## src/rtl/regfile_wb_sched.sv

```systemverilog
// Write-back arbiter and RAW scoreboard for the 32x32 register file's single write port.
// Define WB_FIXED_PRIO_EN for fixed priority (0 > 1 > 2) instead of round-robin arbitration.
module regfile_wb_sched #(
    parameter int unsigned DATA_W = 32,
    parameter int unsigned ADDR_W = 5
) (
    input  logic                clk,
    input  logic                rst_n,
    input  logic [2:0]          req_valid,
    output logic [2:0]          req_ready,
    input  logic [3*ADDR_W-1:0] req_addr,
    input  logic [3*DATA_W-1:0] req_data,
    output logic [ADDR_W-1:0]   wAddr,
    output logic [DATA_W-1:0]   wDin,
    output logic                wEna,
    input  logic                iss_valid,
    input  logic [ADDR_W-1:0]   iss_dst,
    output logic                iss_ready,
    input  logic [ADDR_W-1:0]   chk_addr1,
    input  logic [ADDR_W-1:0]   chk_addr2,
    output logic                hazard
);
    localparam int unsigned NREG = 2 ** ADDR_W;

    logic [ADDR_W-1:0] w_addr_arr [3];
    logic [DATA_W-1:0] w_data_arr [3];
    logic              w_any;
    logic [1:0]        w_gidx;
    logic              w_inc;

    logic [ADDR_W-1:0] r_waddr;
    logic [DATA_W-1:0] r_wdin;
    logic              r_wena;
    logic [1:0]        r_cnt   [NREG];
    logic [1:0]        w_cnt_d [NREG];

    always_comb begin
        for (int k = 0; k < 3; k++) begin
            w_addr_arr[k] = req_addr[ADDR_W*k +: ADDR_W];
            w_data_arr[k] = req_data[DATA_W*k +: DATA_W];
        end
    end

`ifdef WB_FIXED_PRIO_EN
    always_comb begin
        w_any  = |req_valid;
        w_gidx = 2'd0;
        if (req_valid[0]) begin
            w_gidx = 2'd0;
        end else if (req_valid[1]) begin
            w_gidx = 2'd1;
        end else if (req_valid[2]) begin
            w_gidx = 2'd2;
        end
    end
`else
    logic [1:0] r_ptr;
    logic [2:0] w_pos;

    // Scan from lowest priority up so the highest-priority valid requester wins last.
    always_comb begin
        w_any  = 1'b0;
        w_gidx = 2'd0;
        w_pos  = 3'd0;
        for (int off = 2; off >= 0; off--) begin
            w_pos = {1'b0, r_ptr} + 3'(off);
            if (w_pos >= 3'd3) begin
                w_pos = w_pos - 3'd3;
            end
            if (req_valid[w_pos[1:0]]) begin
                w_any  = 1'b1;
                w_gidx = w_pos[1:0];
            end
        end
    end

    always_ff @(posedge clk or negedge rst_n) begin
        if (!rst_n) begin
            r_ptr <= 2'd0;
        end else if (w_any) begin
            r_ptr <= (w_gidx == 2'd2) ? 2'd0 : w_gidx + 2'd1;
        end
    end
`endif

    assign req_ready = w_any ? (3'b001 << w_gidx) : 3'b000;

    always_ff @(posedge clk or negedge rst_n) begin
        if (!rst_n) begin
            r_waddr <= '0;
            r_wdin  <= '0;
            r_wena  <= 1'b0;
        end else if (w_any) begin
            r_waddr <= w_addr_arr[w_gidx];
            r_wdin  <= w_data_arr[w_gidx];
            r_wena  <= (w_addr_arr[w_gidx] != '0);
        end else begin
            r_wena  <= 1'b0;
        end
    end

    assign wAddr = r_waddr;
    assign wDin  = r_wdin;
    assign wEna  = r_wena;

    assign iss_ready = (r_cnt[iss_dst] != 2'd3);
    assign w_inc     = iss_valid && iss_ready && (iss_dst != '0);

    // A write retiring in the same cycle as a new issue to that register cancels out.
    always_comb begin
        for (int i = 0; i < NREG; i++) begin
            w_cnt_d[i] = r_cnt[i];
            if (w_inc && (iss_dst == ADDR_W'(i)) && !(r_wena && (r_waddr == ADDR_W'(i)))) begin
                w_cnt_d[i] = r_cnt[i] + 2'd1;
            end else if (r_wena && (r_waddr == ADDR_W'(i))
                         && !(w_inc && (iss_dst == ADDR_W'(i))) && (r_cnt[i] != 2'd0)) begin
                w_cnt_d[i] = r_cnt[i] - 2'd1;
            end
        end
    end

    always_ff @(posedge clk or negedge rst_n) begin
        if (!rst_n) begin
            for (int i = 0; i < NREG; i++) begin
                r_cnt[i] <= 2'd0;
            end
        end else begin
            for (int i = 0; i < NREG; i++) begin
                r_cnt[i] <= w_cnt_d[i];
            end
        end
    end

    assign hazard = ((chk_addr1 != '0) && (r_cnt[chk_addr1] != 2'd0))
                 || ((chk_addr2 != '0) && (r_cnt[chk_addr2] != 2'd0));

endmodule
```

## config.mk

```make
export PLATFORM = sky130hd
export DESIGN_NAME = regfile_wb_sched
export DESIGN_NICKNAME = d
export VERILOG_FILES = /design/src/rtl/regfile_wb_sched.sv
export SDC_FILE = /design/constraint.sdc
export NUM_CORES = 1
export LEC_CHECK = 0
export CORE_AREA = 2 2 203 125
export DETAILED_ROUTE_END_ITERATION = 7
export DIE_AREA = 0 0 205 127
export SLEW_MARGIN = 30
export SYNTH_ARGS = -nofsm -noshare
export SYNTH_HDL_FRONTEND = slang
export SYNTH_SLANG_ARGS = --single-unit
```

## constraint.sdc

```tcl
create_clock -name clk -period 6 [get_ports clk]
set_input_delay 0.9 -clock clk [delete_from_list [all_inputs] [get_ports clk]]
set_output_delay 0.9 -clock clk [all_outputs]
set_load 0.1 [all_outputs]
```

# Yosys cells after proc, flatten, opt, wreduce, memory -nomap -nowiden
# Index checks and enable logic that the tools add are counted.
classes:
  n_addsub: 70
  n_lt_le_gt_ge: 10
  eq_ne: 64
  shifts: 1
  muxes: 97
  bitwise_logic: 4
  reduce_logical: 301
op_table:
  columns: ["operator", "count"]
  rows:
  - ["1-bit logical AND", 164]
  - ["5-bit == test (second input constant)", 32]
  - ["2-bit 2-to-1 mux", 77]
  - ["2-bit nonzero test", 66]
  - ["5-bit by 4-bit == test with 1-bit output (second input constant)", 16]
  - ["2-bit by 1-bit adder with 2-bit output (second input constant)", 33]
  - ["32-bit binary-select mux with 2-bit select", 1]
  - ["1-bit logical NOT", 64]
  - ["32-bit 2-to-1 mux", 2]
  - ["2-bit by 1-bit subtractor with 2-bit output (second input constant)", 32]
  - ["5-bit by 3-bit == test with 1-bit output (second input constant)", 8]
  - ["2-bit binary-select mux with 5-bit select", 3]
  - ["5-bit by 2-bit == test with 1-bit output (second input constant)", 4]
  - ["5-bit nonzero test", 4]
  - ["6-bit >= comparator (second input constant)", 3]
  - ["5-bit NOT with 6-bit output", 3]
  - ["5-bit binary-select mux with 2-bit select", 1]
  - ["5-bit by 1-bit == test with 1-bit output (second input constant)", 2]
  - ["5-bit logical NOT", 2]
  - ["5-bit 2-to-1 mux", 2]
  - ["2-bit by 3-bit < comparator with 1-bit output (second input constant)", 3]
  - ["1-bit 2-to-1 mux", 7]
  - ["1-bit binary-select mux with 2-bit select", 3]
  - ["3-bit by 2-bit >= comparator with 1-bit output (second input constant)", 2]
  - ["11 further kinds", 13]
word_totals:
  ff_bits: 104
  input_bits: 132
  output_inout_bits: 43
  elab_cells: 583

# Logic depth before layout (Yosys ltp)
depth:
  ltp_word: 14
  ltp_mapped: 11
  ltp_nobuf: 7

# Worst setup path after synthesis
# No wires, ideal clock.
synth_path:
  path_kind: "input to output"
  from: "input port chk_addr1[1]"
  to: "output port hazard"
  arrival_time_ps: 3511
  required_ps: 5100
  path_slack_ps: 1589
  cell_stages: 6
  n_path_buf: 2
  cell_sequence: "clkbuf_2 > buf_2 > mux4_2 > o2111ai_1 > o31ai_1 > o221ai_1"
synth_via:
  elab_chain_len: 7
  elab_cells_between_ends: 8
  classes_between: "mux: 3; bitwise: 1; reduce/logical: 4"
synth_rtl:
  columns: ["item", "line", "rtl"]
  rows:
  - ["start, declared", "19", "input logic [ADDR_W-1:0] chk_addr1,"]
  - ["5-bit NOT with 6-bit output (implied by the code)", "134", "assign hazard = ((chk_addr1 != '0) && (r_cnt[chk_addr1] != 2'd0))"]
  - ["2-bit binary-select mux with 5-bit select", "134", null]
  - ["2-bit 2-to-1 mux (implied by the code) (2 in series)", "134", null]
  - ["2-bit nonzero test", "134", null]
  - ["1-bit logical AND *", "134", null]
  - ["1-bit logical OR *", "135", "|| ((chk_addr2 != '0) && (r_cnt[chk_addr2] != 2'd0));"]
  - ["end, declared", "21", "output logic hazard"]
# Every way passes the cells marked *; elsewhere a longest branch is shown, timed or not. The select of a mux whose other input is x is not followed.

# Final worst setup path
layout_path:
  from: "input port iss_dst[1]"
  to: "output port iss_ready"
layout_via:
  elab_chain_len: 5
layout_rtl:
  columns: ["item", "line", "rtl"]
  rows:
  - ["start, declared", "17", "input logic [ADDR_W-1:0] iss_dst,"]
  - ["5-bit NOT with 6-bit output (implied by the code)", "106", "assign iss_ready = (r_cnt[iss_dst] != 2'd3);"]
  - ["2-bit binary-select mux with 5-bit select", "106", null]
  - ["2-bit 2-to-1 mux (implied by the code) (2 in series)", "106", null]
  - ["2-bit inequality test", "106", null]
  - ["end, declared", "18", "output logic iss_ready,"]
# Every way passes these cells. The select of a mux whose other input is x is not followed.

==> results.toml <==
[run_status]
status = "finished clean"

[setup_path]
worstPathArrival_ns = 3.87
reg2reg_from = "r_ptr[0]"
r2r_slack_ns = 3.19
setup.worst_path.end_class = "output port"
reg2reg_to = "wDin[19]"
critPathKind = "input pin to output port"
cp-start-kind = "input pin"
reg2reg_depth = 7
crit_required_ns = 5.10
cp_max_fo = 28

[route]
vias = 7322
drt-vias-per-instance = 5.62
ant_nets = 0
drt_wl_total_mm = 24.8
drtIter0Drc = 649
firstDrtPassIters = 5
drc = 0
post_drt_wl_per_cell_um = 19.1

[sta]
period_needed_ns = 4.77
setup_viol = 0
final_hold_viol_count = 0
fin_crit_sh = 0.795
tightest_slew_ns = 1.03
setup_tns_ns = 0
max_clock_freq_mhz = 210
relSlewSlack = 0.313
rsz0062_at_grt = "no"
final.setup_skew_ns = 0.00655
drv_slew = 0

[yosys]
synth_top_area_frac = 0.363
synth.net_count = 967
synth_most_common_cell = "nand2_1"
synth_edf_count = 0
yosysTopAreaCell = "dfrtp_1"
ys.flop_type = "dfrtp_1"
synth_seq_cells = 104
ys_top_cells_by_count = "106 x nand2_1, 104 x dfrtp_1, 84 x o21ai_0, 45 x nor2_1, 44 x a21oi_1"
synth_cell_types = 73
syn_area_mm2 = 0.00718
yosysSeqAreaShare = 0.363
synth_cells = 831
avgSynthCellArea_um2 = 8.63
synthTopCellsByArea = "dfrtp_1 36%, o21ai_0 5.9%, nand2_1 5.5%, mux4_2 4.1%, o32ai_1 3.5%"
ys_warn_count = 0
async_flop_share = 1.00

[grt]
grt.overflow.total = 0
antenna_found_initial = 2
grt.total_usage = 0.193
grt_pass1_vias = 6792
grt_max_degree = 67
grt_pass1_wl_mm = 39.2

[die]
rows = 44
start_util = 0.299
io_pins = 175
die_area_mm2 = 0.0260
dieWidth_um = 205
core_area_mm2 = 0.0240
die_y_um = 127

[cells_and_area]
fillers = 2436
multi_input_area_mm2 = 0.00422
regArea_mm2 = 0.00260
area_growth_pct = 31.5
fin_util = 0.393
drive_above_1_share = 0.0724
final_nets = 1111

[place]
dp_hpwl_mm = 18.6
numPortBuffers = 174
place.gp.congestion = 0.888

[clock_tree]
postCtsHoldBufs = 0
cts_tree = "done"
clock_sinks = 104
clock_path_buffers = 2
cts_setup_buffers = 0
clk_pin_slew_ns = 0.07
cts_root_buffer = "clkbuf_16"
insertion_delay_ns = 0.36
cts_buffers = 9
htree_levels = 3
cts_resized = 0

[worst_hold_path]
min_path_type = "input pin to async pin"

[pwr]
ir_worst_vdd_mv = 0.300
power_leakage_uw = 0.00369
p_total_uw = 5290
power_density_mw_per_mm2 = 561

[run]
cap_violations = 0
cell families (layout without fill, tap and decap cells):
group	Yosys count	in the layout	share of synthesized area
adders and majority gates	4	4	0.00697
DFF	104	104	0.363
muxes	26	26	0.0596
xor gates and xnor gates	13	13	0.0159
buffers and inverters	85	234	0.0523
and+or+nand+nor	302	302	0.223
other	0	1	0
AOI/OAI and AO/OA	297	297	0.280
cell type report:
class,instances,area share
multi-input cells,642,0.447
flip-flops and latches,104,0.276
well taps,322,0.0427
diodes,1,0.000265
inverters,36,0.0143
clock inverters,4,0.00478
repair buffers,182,0.190
clock buffers,12,0.0251
per-stage QoR:
| stage | area [um2] | hold WS, ns | cells | worst slack (ns) |
|---|---|---|---|---|
| global route | 9430 | 0.523 | 1303 | 1.08 |
| detailed placement | 9140 | 0.485 | 1286 | 1.28 |
| CTS | 9430 | 0.502 | 1302 | 1.28 |
| floorplan | 7180 | 0.466 | 831 | 1.59 |
| global placement | 9140 | 0.478 | 1286 | 1.32 |
| finish | 9430 | 0.499 | 1303 | 1.23 |
how the worst max path moves through the flow:
stage            startpoint        end  slack (ns)  cells past startpoint
6_report         iss_dst[1]  iss_ready        1.23                      8
2_1_floorplan  chk_addr1[1]     hazard        1.59                      6
4_1_cts          iss_dst[1]  iss_ready        1.28                      8
5_1_grt          iss_dst[1]  iss_ready        1.08                      8
3_5_place_dp     iss_dst[1]  iss_ready        1.28                      8
3_3_place_gp     iss_dst[1]  iss_ready        1.32                      8
cell usage in the layout (no fill, tap or decap), types with 5 or more instances in the layout:
cell type        Yosys  final
clkdlybuf4s50_1      0    169
nand2_1            106    106
dfrtp_1            104    104
o21ai_0             84     84
nor2_1              45     45
a21oi_1             44     44
inv_1               36     36
a31oi_1             32     32
o32ai_1             29     29
nand3_1             28     28
nor3_1              22     21
mux4_2              13     13
o211a_1             12     12
mux2i_1             12     12
or3b_1              12     12
a211oi_1            12     12
nand3b_1            11     11
xnor2_1             11     11
buf_4                7     11
a2111oi_0           10      9
nand4_1              9      9
clkbuf_16            0      9
nand2b_1             8      8
nor2b_1              8      8
a32oi_1              8      8
o311a_1              8      8
or3b_2               8      8
and2_1               7      7
o21a_1               6      6
and3_1               6      6
or2_2                6      6
o21ai_1              5      5
a22oi_1              5      5
o21bai_1             5      5
metal layers:
metal	wire length, um	part of all wire	track usage	up-vias
met5	0	0	0	-
met4	292	0.012	0.0372	0
li1	-	-	-	3443
met3	1900	0.076	0.0505	23
met2	10100	0.41	0.266	255
met1	12600	0.51	0.299	3601
report_power, final:
| group | switching [uW] | total, uW | internal (uW) |
|---|---|---|---|
| logic | 2280 | 3270 | 992 |
| clock network | 278 | 601 | 323 |
| registers | 398 | 1420 | 1020 |
| total | 2950 | 5290 | 2340 |
sequential cells by signal, summed over array words and instances (netlist names):
name,count
wDin,32
r_cnt,64
wEna,1
r_ptr,2
wAddr,5
worst max-delay path: stages:
cell and delay, ns:
clkdlybuf4s50_1 1.00, buf_4 0.40, nand3b_1 0.18, nand2_1 0.08, mux4_2 0.48, mux4_2 0.47
inv_1 0.07, buf_4 0.28
Note: power is estimated with default switching activity, not from simulation.
